[config.mk]
export PLATFORM = sky130hd
export DESIGN_NAME = instr_fetch
export DESIGN_NICKNAME = d
export VERILOG_FILES = /design/src/rtl/instr_fetch_pkg.sv /design/src/rtl/instr_fetch.sv
export SDC_FILE = /design/constraint.sdc
export NUM_CORES = 1
export LEC_CHECK = 0
export CAP_MARGIN = 5
export CELL_PAD_IN_SITES_DETAIL_PLACEMENT = 1
export CELL_PAD_IN_SITES_GLOBAL_PLACEMENT = 1
export CORE_ASPECT_RATIO = 0.9
export CORE_MARGIN = 2
export CORE_UTILIZATION = 42
export DETAILED_ROUTE_END_ITERATION = 6
export GPL_ROUTABILITY_DRIVEN = 0
export PLACE_DENSITY_LB_ADDON = 0.15
export RECOVER_POWER = 25
export SYNTH_ARGS = -nofsm -noshare
export SYNTH_HDL_FRONTEND = slang
export SYNTH_SLANG_ARGS = --single-unit
[constraint.sdc]
create_clock -name CLOCK -period 4.7 [get_ports CLOCK]
set_clock_uncertainty 0.1 [all_clocks]
set_input_delay 0.94 -clock CLOCK [delete_from_list [all_inputs] [get_ports CLOCK]]
set_output_delay 0.94 -clock CLOCK [all_outputs]
set_load 0.03 [all_outputs]
[src/rtl/instr_fetch_pkg.sv]
// Shared constants and types for the instruction-fetch stage.
package instr_fetch_pkg;

    localparam int unsigned PC_WIDTH    = 32;
    localparam int unsigned INSTR_WIDTH = 32;

    localparam logic [INSTR_WIDTH-1:0] HALT_WORD_DEF = 32'hFFFF_FFFF;
    localparam logic [INSTR_WIDTH-1:0] NOP           = 32'h0000_0000;
    localparam logic [PC_WIDTH-1:0]    PC_STEP       = 32'd4;
    localparam logic [PC_WIDTH-1:0]    PC_ALIGN_MASK = 32'hFFFF_FFFC;

    // Fetch controller states
    typedef enum logic [1:0] {
        ST_FETCH = 2'd0,
        ST_VALID = 2'd1,
        ST_HALT  = 2'd2
    } if_state_e;

    // Payload presented to the IF/ID register
    typedef struct packed {
        logic [INSTR_WIDTH-1:0] ins;
        logic [PC_WIDTH-1:0]    pc_plus4;
        logic                   valid;
    } ifid_t;

    // Force a PC onto a word boundary
    function automatic logic [PC_WIDTH-1:0] align_pc(input logic [PC_WIDTH-1:0] pc);
        return pc & PC_ALIGN_MASK;
    endfunction

endpackage : instr_fetch_pkg

[src/rtl/instr_fetch.sv]
// Instruction-fetch stage: owns the PC, issues variable-latency imem
// requests, handles stalls/redirects from ID and stops on the halt word.
module instr_fetch
    import instr_fetch_pkg::*;
#(
    parameter logic [PC_WIDTH-1:0]    RESET_PC  = 32'h0000_0000,
    parameter logic [INSTR_WIDTH-1:0] HALT_WORD = HALT_WORD_DEF
) (
    input  logic                   CLOCK,
    input  logic                   RESET_N,
    input  logic                   StallF,
    input  logic                   redirect,
    input  logic [PC_WIDTH-1:0]    redirect_pc,
    output logic                   imem_req,
    output logic [PC_WIDTH-1:0]    imem_addr,
    input  logic                   imem_ready,
    input  logic [INSTR_WIDTH-1:0] imem_rdata,
    output logic [INSTR_WIDTH-1:0] ins,
    output logic [PC_WIDTH-1:0]    PCPlus4F,
    output logic                   ins_valid,
    output logic                   halted
);

    localparam logic [PC_WIDTH-1:0] RESET_PC_A  = align_pc(RESET_PC);
    localparam logic [PC_WIDTH-1:0] RESET_PC_P4 = RESET_PC_A + PC_STEP;

    if_state_e             state_q, state_d;
    logic [PC_WIDTH-1:0]   pc_q, pc_d;
    logic                  req_q, req_d;
    logic                  redir_pend_q, redir_pend_d;
    logic [PC_WIDTH-1:0]   redir_pc_q, redir_pc_d;
    logic                  halted_q, halted_d;
    ifid_t                 ifid_q, ifid_d;
    logic [PC_WIDTH-1:0]   redirect_pc_a;

    assign redirect_pc_a = align_pc(redirect_pc);

    // State and datapath registers; reset drops any outstanding request
    always_ff @(posedge CLOCK or negedge RESET_N) begin
        if (!RESET_N) begin
            state_q      <= ST_FETCH;
            pc_q         <= RESET_PC_A;
            req_q        <= 1'b0;
            redir_pend_q <= 1'b0;
            redir_pc_q   <= RESET_PC_A;
            halted_q     <= 1'b0;
            ifid_q       <= '{ins: NOP, pc_plus4: RESET_PC_P4, valid: 1'b0};
        end else begin
            state_q      <= state_d;
            pc_q         <= pc_d;
            req_q        <= req_d;
            redir_pend_q <= redir_pend_d;
            redir_pc_q   <= redir_pc_d;
            halted_q     <= halted_d;
            ifid_q       <= ifid_d;
        end
    end

    // Next-state logic; req_q low in FETCH means no request is outstanding
    // yet (first cycle after reset), so imem_ready is ignored there.
    always_comb begin
        state_d      = state_q;
        pc_d         = pc_q;
        req_d        = 1'b0;
        redir_pend_d = redir_pend_q;
        redir_pc_d   = redir_pc_q;
        halted_d     = halted_q;
        ifid_d       = '{ins: NOP, pc_plus4: ifid_q.pc_plus4, valid: 1'b0};

        case (state_q)
            ST_FETCH: begin
                req_d = 1'b1;
                if (req_q && imem_ready) begin
                    if (redirect || redir_pend_q) begin
                        // Wrong-path response: drop it and refetch at the target
                        pc_d         = redirect ? redirect_pc_a : redir_pc_q;
                        redir_pend_d = 1'b0;
                    end else if (imem_rdata == HALT_WORD) begin
                        state_d  = ST_HALT;
                        req_d    = 1'b0;
                        halted_d = 1'b1;
                    end else begin
                        state_d = ST_VALID;
                        req_d   = 1'b0;
                        ifid_d  = '{ins: imem_rdata, pc_plus4: pc_q + PC_STEP, valid: 1'b1};
                    end
                end else if (redirect) begin
                    if (req_q) begin
                        // Keep the outstanding address stable; remember the target
                        redir_pend_d = 1'b1;
                        redir_pc_d   = redirect_pc_a;
                    end else begin
                        pc_d = redirect_pc_a;
                    end
                end
            end

            ST_VALID: begin
                if (redirect) begin
                    pc_d    = redirect_pc_a;
                    state_d = ST_FETCH;
                    req_d   = 1'b1;
                end else if (StallF) begin
                    ifid_d = ifid_q;
                end else begin
                    pc_d    = ifid_q.pc_plus4;
                    state_d = ST_FETCH;
                    req_d   = 1'b1;
                end
            end

            ST_HALT: begin
                if (redirect) begin
                    halted_d = 1'b0;
                    pc_d     = redirect_pc_a;
                    state_d  = ST_FETCH;
                    req_d    = 1'b1;
                end
            end

            default: begin
                state_d = ST_FETCH;
            end
        endcase
    end

    assign imem_req  = req_q;
    assign imem_addr = pc_q;
    assign ins       = ifid_q.ins;
    assign PCPlus4F  = ifid_q.pc_plus4;
    assign ins_valid = ifid_q.valid;
    assign halted    = halted_q;

endmodule : instr_fetch

==> impl_metrics.sql <==
INSERT INTO impl_metrics (metric_group, metric, value, unit) VALUES
('timing', 'hold_slack', '0.385', 'ns'),
('power_and_ir_drop', 'powerDensity', '705', 'nW/µm²'),
('job', 'maxCapViolations', '1', ''),
('yosys', 'netlist_instances', '528', ''),
('yosys', 'fraction_of_the_mapped_netlist_area_in_compound_gates', '16.3', '%'),
('clocking', 'clock-sinks', '132', ''),
('hold_path', 'hold_path_end', 'ins_valid', ''),
('timing', 'rsz_0062_raised_after_global_routing', 'no', ''),
('drt', 'drt_pre_antenna_iters', '4', ''),
('yosys', 'yosysWarnings', '0', ''),
('yosys', 'synth_nets', '603', ''),
('final_layout', 'drive_gt1_share', '15.0', '%'),
('drt', 'met3_length', '1030', 'µm'),
('global_routing', 'first_global_vias', '5563', ''),
('timing', 'fin_setup_tns', '0', 'ns'),
('placed_design', 'place.port_buffers', '165', ''),
('setup_path', 'worst-path-buf-inv', '1', ''),
('yosys', 'yosys-mux-area-fraction', '17.0', '%'),
('timing', 'timing.final.max_slew_violations', '112', ''),
('timing', 'transition_at_the_pin_with_the_smallest_max_transition_slack', '2.83', 'ns'),
('drt', 'drt-initial-drc-count', '267', ''),
('timing', 'layout_setup_ws', '1.39', 'ns'),
('drt', 'vias', '5209', ''),
('floorplanning', 'die_area', '16400', 'µm²'),
('clocking', 'h_tree_depth_reported_by_cts', '4', ''),
('setup_path', 'worstReg2RegEnd', 'imem_addr[17]', ''),
('clocking', 'clockBufferDepth', '2', ''),
('global_routing', 'grt_antenna_before_repair', '1', ''),
('drt', 'wl_per_cell', '22.1', 'µm'),
('power_and_ir_drop', 'power.static_leakage', '0.00386', 'µW'),
('outcome', 'failed_checks', 'max-capacitance violations, max-slew violations', ''),
('clocking', 'root_buffer', 'clkbuf_16', ''),
('outcome', 'run_status', 'complete, but fails checks', ''),
('clocking', 'number_of_buffers_added_by_the_clock_tree_synthesis_step', '17', ''),
('drt', 'wl_met1', '8830', 'µm'),
('yosys', 'yosys.area_share.xor_xnor', '3.79', '%'),
('timing', 'max_freq', '0.303', 'GHz'),
('yosys', 'synth_seq_area_share', '51.1', '%'),
('timing', 'finalCriticalPeriod', '3.31', 'ns'),
('setup_path', 'worstRegToRegCells', '7', ''),
('yosys', 'synthDistinctLibCells', '38', ''),
('clocking', 'cts_hold_buf', '0', ''),
('floorplanning', 'core.rowCount', '43', ''),
('yosys', 'synth_simple_gate_area_share', '7.16', '%'),
('yosys', 'yosys.area_share.adder', '1.16', '%'),
('drt', 'totalWireLength', '19800', 'µm'),
('setup_path', 'worst_path_max_delay_cell', 'or3_2', ''),
('clocking', 'cts_tree', 'done', ''),
('timing', 'finalSetupViolCount', '0', ''),
('yosys', 'syn_area', '6470', 'µm²'),
('setup_path', 'crit_path_start_kind', 'input pin', ''),
('floorplanning', 'fp.dieW', '135', 'µm'),
('drt', 'drt-vias-per-instance', '5.82', ''),
('final_layout', 'diodes', '0', ''),
('timing', 'final_hold_viol_count', '0', ''),
('floorplanning', 'core-area', '15200', 'µm²'),
('drt', 'ant_nets', '0', ''),
('drt', 'uppermost_layer_routed', 'met4', ''),
('setup_path', 'cp_slowest_stage_delay', '0.98', 'ns'),
('drt', 'drc_errors', '0', ''),
('setup_path', 'required', '4.91', 'ns'),
('yosys', 'mean_instance_size_in_the_synthesized_netlist', '12.2', 'µm²'),
('floorplanning', 'boundaryPins', '168', ''),
('yosys', 'yosys_register_bits', '132', ''),
('final_layout', 'nFillCells', '1535', ''),
('global_routing', 'grt_util_all_layers', '25.0', '%'),
('hold_path', 'worst_hold_path_type', 'reg2reg', ''),
('hold_path', 'hp-start', 'ins_valid', ''),
('timing', 'final.period_utilization', '70.3', '%'),
('setup_path', 'cell_by_cell_trace_of_the_critical_path', 'clkdlybuf4s50_1 -> nand3b_4 -> nor2_1 -> and2_1 -> or3_2 -> mux2_4', ''),
('clocking', 'worst_setup_hold_path_clk_slew', '0.06', 'ns');
[state kept, by name, indices dropped and copies added (netlist names)]
name	cells
redir_pend_q	1
imem_addr	32
imem_req	1
PCPlus4F	32
ins	32
state_q	2
halted	1
ins_valid	1
redir_pc_q	30
[through the flow]
stage                     util, %  area, µm²  power (µW)  instances
final                        58.3       8880        6260        895
after detailed placement     54.5       8290        4910        863
after CTS                    58.4       8890        6310        895
after global placement       54.5       8290        4790        863
after floorplan                 -       6470        3840        528
after global routing         58.3       8880        6590        895
[kinds of logic (layout without fill, tap and decap cells)]
group                      after synthesis  count (layout)
and+or+nand+nor                         83              83
xor gates and xnor gates                28              28
adders and majority gates                6               6
buffers and inverters                   50             215
DFF                                    132             132
muxes                                   92              92
AOI/OAI and AO/OA                      137             137
[synth_stat cells]
| cell type | number | area, µm² |
|---|---|---|
| nand4b_1 | 1 | 8.76 |
| nand2b_1 | 2 | 12.5 |
| and4_1 | 2 | 17.5 |
| xor2_1 | 20 | 175 |
| a31oi_1 | 4 | 25.0 |
| o2bb2ai_1 | 32 | 280 |
| a21oi_1 | 32 | 160 |
| mux2_4 | 28 | 420 |
| nand2_1 | 11 | 41.3 |
| o221ai_1 | 1 | 8.76 |
| dfstp_2 | 1 | 26.3 |
| buf_6 | 3 | 33.8 |
| clkinv_1 | 1 | 3.75 |
| nor2b_1 | 1 | 6.26 |
| buf_1 | 4 | 15.0 |
| xnor2_1 | 8 | 70.1 |
| dfrtp_1 | 131 | 3280 |
| and2_1 | 2 | 12.5 |
| inv_1 | 8 | 30.0 |
| nor2_1 | 12 | 45.0 |
| nand3_1 | 18 | 90.1 |
| or3_1 | 1 | 6.26 |
| nor3_2 | 1 | 10.0 |
| buf_4 | 1 | 7.51 |
| clkbuf_1 | 26 | 97.6 |
| o21ai_0 | 3 | 15.0 |
| mux2i_1 | 32 | 320 |
| nand3b_4 | 1 | 20.0 |
| nor4_1 | 4 | 25.0 |
| a21o_1 | 2 | 15.0 |
| a22o_1 | 33 | 289 |
| buf_2 | 7 | 35.0 |
| mux2_2 | 32 | 360 |
| a221oi_1 | 30 | 263 |
| nand4_1 | 20 | 125 |
| ha_1 | 6 | 75.1 |
| and3_1 | 6 | 37.5 |
| nor3_1 | 1 | 5.00 |
[area by class of cell]
| cell class | count | area [µm²] | area share, % |
|---|---|---|---|
| timing repair buffer | 174 | 1750 | 19.7 |
| tap | 202 | 253 | 2.85 |
| clock inverter | 10 | 130 | 1.47 |
| multi-input combinational | 346 | 2940 | 33.2 |
| inverter | 9 | 33.8 | 0.380 |
| clock buffer | 22 | 464 | 5.23 |
| sequential | 132 | 3300 | 37.2 |
[worst register-to-register path, cell delays in order (launching register included)]
cell and delay [ns]:
dfrtp_1 0.40, inv_1 0.10, ha_1 0.37, clkinv_1 0.73
buf_4 0.55, a221oi_1 0.28, a21oi_1 0.10, mux2_4 0.29
[cells in the final DEF (no fill, tap or decap), types with 18 or more instances in the layout]
cell type	instances
xor2_1	20
nand4_1	20
a22o_1	33
clkdlybuf4s50_1	164
mux2_4	28
mux2i_1	32
o2bb2ai_1	32
a21oi_1	32
mux2_2	32
dfrtp_1	131
nand3_1	18
a221oi_1	30
[worst max-delay path by stage]
stage,startpoint,to,slack [ns],cells past startpoint
after floorplan,redirect,imem_addr[10],2.11,8
after global placement,redirect,imem_addr[28],1.01,6
after detailed placement,redirect,imem_addr[6],0.97,6
after CTS,redirect,imem_addr[14],1.40,6
after global routing,RESET_N,imem_addr[14],0.97,1
final,redirect,imem_addr[6],1.39,6
[report_power, final]
part	internal, µW	switching, µW	total (µW)	leakage [µW]
Clock	857	497	1350	0.000290
Combinational	1400	1490	2890	0.00189
Sequential	1570	452	2020	0.00168
Total	3830	2440	6260	0.00386
[per-layer routing]
layer  global-route usage, %  vias up
met4                    6.97        0
met2                    41.3      147
met5                       0        -
met1                    33.1     2717
met3                    5.91       19
li1                        -     2326
No activity file was read; power rests on OpenSTA's default activity.
